**src/rtl/rf_arb_pkg.sv**
```systemverilog
// Shared types and constants for the register-file port arbiter.
// The issue-stage command struct is sized by RF_DATA_W/RF_ADDR_W; the top
// parameters are expected to match these defaults.
package rf_arb_pkg;

   localparam int unsigned RF_DATA_W = 32;
   localparam int unsigned RF_ADDR_W = 5;

   localparam logic CLIENT0 = 1'b0;
   localparam logic CLIENT1 = 1'b1;

   // Command captured from the winning client for the issue stage
   typedef struct packed {
      logic                 rd;
      logic                 we;
      logic                 owner;
      logic [RF_ADDR_W-1:0] raddr1;
      logic [RF_ADDR_W-1:0] raddr2;
      logic [RF_ADDR_W-1:0] waddr;
      logic [RF_DATA_W-1:0] wdata;
   } rf_cmd_t;

endpackage

```
**src/rtl/rf_rr_arb2.sv**
```systemverilog
// Two-way round-robin arbiter; last points at the most recently granted client.
module rf_rr_arb2
   import rf_arb_pkg::*;
(
   input  logic       clk,
   input  logic       rst,
   input  logic [1:0] req,
   output logic [1:0] gnt
);

   logic last;

   // Lone requester wins; on contention the client that did not win last time wins
   always_comb begin
      gnt = 2'b00;
      if (!rst) begin
         if (req == 2'b11) begin
            gnt = (last == CLIENT1) ? 2'b01 : 2'b10;
         end else begin
            gnt = req;
         end
      end
   end

   // Remember the granted client; reset favours client 0 next
   always_ff @(posedge clk or posedge rst) begin
      if (rst) begin
         last <= CLIENT1;
      end else if (gnt != 2'b00) begin
         last <= gnt[1];
      end
   end

endmodule

```
**src/rtl/regfile_port_arbiter.sv**
```systemverilog
// Shares one 1W/2R register file between two clients: arbitrate (N),
// issue registered command to the file (N+1), return read data (N+2).
// Optional build macro RF_ARB_ZERO_REG_EN hard-wires register 0 to zero.
module regfile_port_arbiter
   import rf_arb_pkg::*;
#(
   parameter int unsigned DATA_W = RF_DATA_W,
   parameter int unsigned ADDR_W = RF_ADDR_W
) (
   input  logic              clk,
   input  logic              rst,
   input  logic              c0_req,
   input  logic              c0_rd,
   input  logic              c0_we,
   input  logic [ADDR_W-1:0] c0_raddr1,
   input  logic [ADDR_W-1:0] c0_raddr2,
   input  logic [ADDR_W-1:0] c0_waddr,
   input  logic [DATA_W-1:0] c0_wdata,
   output logic              c0_gnt,
   output logic              c0_rvalid,
   output logic [DATA_W-1:0] c0_rdata1,
   output logic [DATA_W-1:0] c0_rdata2,
   input  logic              c1_req,
   input  logic              c1_rd,
   input  logic              c1_we,
   input  logic [ADDR_W-1:0] c1_raddr1,
   input  logic [ADDR_W-1:0] c1_raddr2,
   input  logic [ADDR_W-1:0] c1_waddr,
   input  logic [DATA_W-1:0] c1_wdata,
   output logic              c1_gnt,
   output logic              c1_rvalid,
   output logic [DATA_W-1:0] c1_rdata1,
   output logic [DATA_W-1:0] c1_rdata2,
   output logic              rf_read,
   output logic              rf_write,
   output logic [ADDR_W-1:0] rf_o1_addr,
   output logic [ADDR_W-1:0] rf_o2_addr,
   output logic [ADDR_W-1:0] rf_in_addr,
   output logic [DATA_W-1:0] rf_in,
   input  logic [DATA_W-1:0] rf_o1,
   input  logic [DATA_W-1:0] rf_o2
);

   logic [1:0]        req;
   logic [1:0]        gnt;
   rf_cmd_t           win;
   logic              win_we;
   logic              iss_rd;
   logic              iss_owner;
   logic [1:0]        rsp_valid;
   logic [DATA_W-1:0] rd1;
   logic [DATA_W-1:0] rd2;
   logic [DATA_W-1:0] c0_hold1;
   logic [DATA_W-1:0] c0_hold2;
   logic [DATA_W-1:0] c1_hold1;
   logic [DATA_W-1:0] c1_hold2;
`ifdef RF_ARB_ZERO_REG_EN
   logic              rsp_zero1;
   logic              rsp_zero2;
`endif

   assign req = {c1_req, c0_req};

   rf_rr_arb2 u_arb (
      .clk (clk),
      .rst (rst),
      .req (req),
      .gnt (gnt)
   );

   assign c0_gnt = gnt[0];
   assign c1_gnt = gnt[1];

   // Select the granted client's command fields
   always_comb begin
      win = '0;
      if (gnt[1]) begin
         win.rd     = c1_rd;
         win.we     = c1_we;
         win.owner  = CLIENT1;
         win.raddr1 = RF_ADDR_W'(c1_raddr1);
         win.raddr2 = RF_ADDR_W'(c1_raddr2);
         win.waddr  = RF_ADDR_W'(c1_waddr);
         win.wdata  = RF_DATA_W'(c1_wdata);
      end else if (gnt[0]) begin
         win.rd     = c0_rd;
         win.we     = c0_we;
         win.owner  = CLIENT0;
         win.raddr1 = RF_ADDR_W'(c0_raddr1);
         win.raddr2 = RF_ADDR_W'(c0_raddr2);
         win.waddr  = RF_ADDR_W'(c0_waddr);
         win.wdata  = RF_DATA_W'(c0_wdata);
      end
`ifdef RF_ARB_ZERO_REG_EN
      win_we = win.we && (win.waddr != '0);
`else
      win_we = win.we;
`endif
   end

   // Issue stage: drive the file pins; addresses/data hold when nothing is granted
   always_ff @(posedge clk or posedge rst) begin
      if (rst) begin
         rf_read    <= 1'b0;
         rf_write   <= 1'b0;
         rf_o1_addr <= '0;
         rf_o2_addr <= '0;
         rf_in_addr <= '0;
         rf_in      <= '0;
         iss_rd     <= 1'b0;
         iss_owner  <= CLIENT0;
      end else begin
         rf_read  <= 1'b0;
         rf_write <= 1'b0;
         iss_rd   <= 1'b0;
         if (gnt != 2'b00) begin
            rf_read    <= win.rd;
            rf_write   <= win_we;
            rf_o1_addr <= ADDR_W'(win.raddr1);
            rf_o2_addr <= ADDR_W'(win.raddr2);
            rf_in_addr <= ADDR_W'(win.waddr);
            rf_in      <= DATA_W'(win.wdata);
            iss_rd     <= win.rd;
            iss_owner  <= win.owner;
         end
      end
   end

   // Response stage: flag which client gets the data the file presents next cycle
   always_ff @(posedge clk or posedge rst) begin
      if (rst) begin
         rsp_valid <= 2'b00;
`ifdef RF_ARB_ZERO_REG_EN
         rsp_zero1 <= 1'b0;
         rsp_zero2 <= 1'b0;
`endif
      end else begin
         rsp_valid[0] <= iss_rd && (iss_owner == CLIENT0);
         rsp_valid[1] <= iss_rd && (iss_owner == CLIENT1);
`ifdef RF_ARB_ZERO_REG_EN
         rsp_zero1 <= (rf_o1_addr == '0);
         rsp_zero2 <= (rf_o2_addr == '0);
`endif
      end
   end

   // Read data from the file, with register 0 masked when hard-wired
   always_comb begin
      rd1 = rf_o1;
      rd2 = rf_o2;
`ifdef RF_ARB_ZERO_REG_EN
      if (rsp_zero1) rd1 = '0;
      if (rsp_zero2) rd2 = '0;
`endif
   end

   // Keep each client's last delivered data so it holds outside its own rvalid
   always_ff @(posedge clk or posedge rst) begin
      if (rst) begin
         c0_hold1 <= '0;
         c0_hold2 <= '0;
         c1_hold1 <= '0;
         c1_hold2 <= '0;
      end else begin
         if (rsp_valid[0]) begin
            c0_hold1 <= rd1;
            c0_hold2 <= rd2;
         end
         if (rsp_valid[1]) begin
            c1_hold1 <= rd1;
            c1_hold2 <= rd2;
         end
      end
   end

   assign c0_rvalid = rsp_valid[0];
   assign c1_rvalid = rsp_valid[1];
   assign c0_rdata1 = rsp_valid[0] ? rd1 : c0_hold1;
   assign c0_rdata2 = rsp_valid[0] ? rd2 : c0_hold2;
   assign c1_rdata1 = rsp_valid[1] ? rd1 : c1_hold1;
   assign c1_rdata2 = rsp_valid[1] ? rd2 : c1_hold2;

endmodule

```
**config.mk**
```make
export PLATFORM = sky130hd
export DESIGN_NAME = regfile_port_arbiter
export DESIGN_NICKNAME = d
export VERILOG_FILES = /design/src/rtl/rf_arb_pkg.sv /design/src/rtl/rf_rr_arb2.sv /design/src/rtl/regfile_port_arbiter.sv
export SDC_FILE = /design/constraint.sdc
export NUM_CORES = 1
export LEC_CHECK = 0
export ABC_AREA = 1
export BUFFER_PORTS_ARGS = -buffer_cell sky130_fd_sc_hd__buf_4
export CORE_ASPECT_RATIO = 1.1
export CORE_MARGIN = 2
export CORE_UTILIZATION = 42
export CTS_CLUSTER_SIZE = 10
export DETAILED_ROUTE_END_ITERATION = 8
export PLACE_DENSITY_LB_ADDON = 0.3
export SETUP_SLACK_MARGIN = 0.1
export SYNTH_ARGS = -nofsm -noshare
export SYNTH_HDL_FRONTEND = slang
export SYNTH_SLANG_ARGS = --single-unit
```
**constraint.sdc**
```tcl
create_clock -name clk -period 7.9 [get_ports clk]
set_clock_uncertainty 0.1 [all_clocks]
set_input_delay 0.79 -clock clk [delete_from_list [all_inputs] [get_ports clk]]
set_output_delay 0.79 -clock clk [all_outputs]
set_load 0.005 [all_outputs]
```
==> impl_results.md <==
* Crit path time final at 3.09 ns
* Placer congestion estimate at between 0.8 and 0.9
* DP Worst Slack at 4.68 ns
* Fin nets at 1,059
* Final Cycle Share at between 30% and 40%
* Slew HR at 27.6%
* Net Count, Synth at 738
* Drt total wl at around 21 mm
* Clock latency at the later pin of the worst-skew pair at 0.42 ns
* # hold bufs at CTS at 0
* Port-buffer cells at 346
* Placed Cells at 1,108
* I/O pins at 347
* Clock buffer depth at 2
* Initial drt markers at ~330
* Synth Cell Area at 7360 um2
* Layout Cells excl Fill at 1,139
* Power density cells at 288 nW/um2
* Drt via density at 5.17
* Die Height at ~140 um
* Total global-route track usage at 21.9%
* Largest family of logic cells by synthesized area: multiplexers
* Routed vias at ~5,900
* Crit path DAT at approximately 2.2 ns
* Multiplexer share of the synthesized area at 19.6%
* CTS clk-pin slew, worst paths at 0.06 ns
* Full die area at 18,600 um2
* Hold crit path type: reg -> reg
* DRC Markers at 0
* Hold Fails Final Rpt at 0
* Final Max Slew Viols at 0
* Compound-Gate Fraction of Synth Area at 0.0680%
* Leakage at 5.12 nW
* Crit path capture type: output pin
* Hold Slack at 0.361 ns
* Syn. warnings at 0
* ANT nets after route at 0
* Startpoint types: input port
* Setup TNS at 0 ns
* Worst Path Required at about 7 ns
* Status: complete, no violations
* Mapped Cells at 572
* # clock sinks at 181
* Maximum operating frequency at roughly 0.32 GHz
* CTS Root Cell: clkbuf_16
* Resized Gates After CTS at 0
* Post-DP HPWL at 14.5 mm
* Area grow syn2layout at 44.2%
* Grt total ovfl at 0
* VDD IR max at around 0.15 mV
* Unrepaired setup endpoints after global routing: no
* Initial core utilization at 43.1%
* Max_cap viols at 0
* Final setup viols at 0
* Synth Register Bits at 181
* ANT cells at 0
* Crit path kind: in -> out
* CTS tree: yes
* Setup Buffers After CTS at 0
* Wire length per cell at around 18 um
* Cts bufs inserted at 17
* Core area at 17,100 um2
* Largest net degree at the start of global routing at around 150
* Distinct cells, synth at 15
* Syn Area/Cell at 12.9 um2
* Adder-cell share of the synthesized area at 0%
* CTS H-Tree Depth at 4
* First-pass GRT wire length at approximately 32 mm
* Initial antenna violation count at 0
* Layout cells sized above 1 at a little under three fifths
* Sequential area share after synthesis at 61.6%
* Post-Synth Simple-Gate Area at 14.6%
* Die X at 130 um
* Core Rows at 50
* Least-Margin Pin Slew at approximately 1.1 ns
* Vias in the first global route at 6,006
* Drt first pass iters at 4
* XOR/XNOR Fraction of Synth Area at 0%
* Crit path max fanout at 150
* Fin worst setup slack at roughly 4.8 ns
[routing by layer]
metal	global-route usage [%]	part of all wire, %	up-vias
met5	0	0	-
met4	8.21	2.5	0
met3	7.53	9.8	33
met2	36.9	50	276
met1	25.9	38	2872
li1	-	-	2710
[worst max-delay path, cell delays in order]
cell	delay [ns]
buf_4	0.14
inv_8	0.59
nand3_1	0.29
inv_1	0.19
buf_4	0.13
[through the flow]
stage | total power [mW] | utilization, % | area (um2)
final | 3.06 | 62.2 | 10600
after global routing | 3.23 | 62.2 | 10600
after CTS | 3.10 | 62.2 | 10600
after detailed placement | 2.25 | 58.7 | 10000
after global placement | 2.22 | 58.7 | 10000
after floorplan | 1.67 | - | 7360
[cells in the final DEF, fill, tap and decap left out]
cell type / n
buf_4: 352
dfrtp_1: 178
nand3_1: 146
mux2_2: 128
nand4_1: 47
clkbuf_16: 17
nand2_1: 10
inv_1: 4
clkinvlp_4: 3
inv_6: 3
inv_8: 2
bufinv_16: 2
clkinv_2: 2
clkinv_4: 2
dfrtp_2: 2
a21oi_1: 1
nor2_1: 1
inv_2: 1
nor2_4: 1
nand2_2: 1
clkbuf_8: 1
dfstp_2: 1
[cell families after synthesis]
family / Yosys count
buffers and inverters: 56
multiplexers: 128
flip-flops: 181
AO/OA/AOI/OAI: 1
AND/OR/NAND/NOR: 206
[layout make-up]
| cell class | instances | area (um2) |
|---|---|---|
| Sequential cell | 181 | 4530 |
| Fill cell | 1411 | 6460 |
| Multi-Input combinational cell | 335 | 2530 |
| Clock buffer | 18 | 439 |
| Timing Repair Buffer | 352 | 2640 |
| Clock inverter | 13 | 148 |
| Tap cell | 234 | 293 |
| Inverter | 6 | 30.0 |
[worst paths after layout]
check,from,to,slack (ns),cells past startpoint
min in group asynchronous,rst,rf_in[27],0.45,2
min,iss_owner,rsp_valid[0],0.36,1
min reg2reg,iss_owner,rsp_valid[0],0.36,1
max reg2reg,u_arb.last,rf_in[21],6.02,5
max,rst,c1_gnt,4.81,5
max in group asynchronous,rst,c1_hold2[17],5.63,3
[report_power, final]
part / leakage, nW / total [mW] / internal [mW] / switching (mW)
combinational: 2.65 / 0.958 / 0.566 / 0.392
clock: 0.281 / 0.841 / 0.478 / 0.364
sequential: 2.18 / 1.26 / 1.18 / 0.0725
total: 5.12 / 3.06 / 2.23 / 0.828
[state kept, by name, summed over array words and instances (netlist names), 2 cells and up]
signal      cells
rf_in          32
c1_hold1       32
c1_hold2       32
c0_hold1       32
rf_in_addr      5
rf_o1_addr      5
rsp_valid       2
rf_o2_addr      5
c0_hold2       32
[synthesized netlist by cell type]
library cell	count	area [um2]
nor2_1	1	3.75
buf_2	21	105
mux2_2	128	1440
dfrtp_1	180	4500
nor2_2	1	6.26
inv_1	4	15.0
buf_1	1	3.75
dfstp_2	1	26.3
nand3_1	146	731
nand4_1	47	294
a21oi_1	1	5.00
nand2_1	11	41.3
clkbuf_1	9	33.8
inv_2	2	7.51
buf_4	19	143
Note: power is estimated with default switching activity, not from simulation.
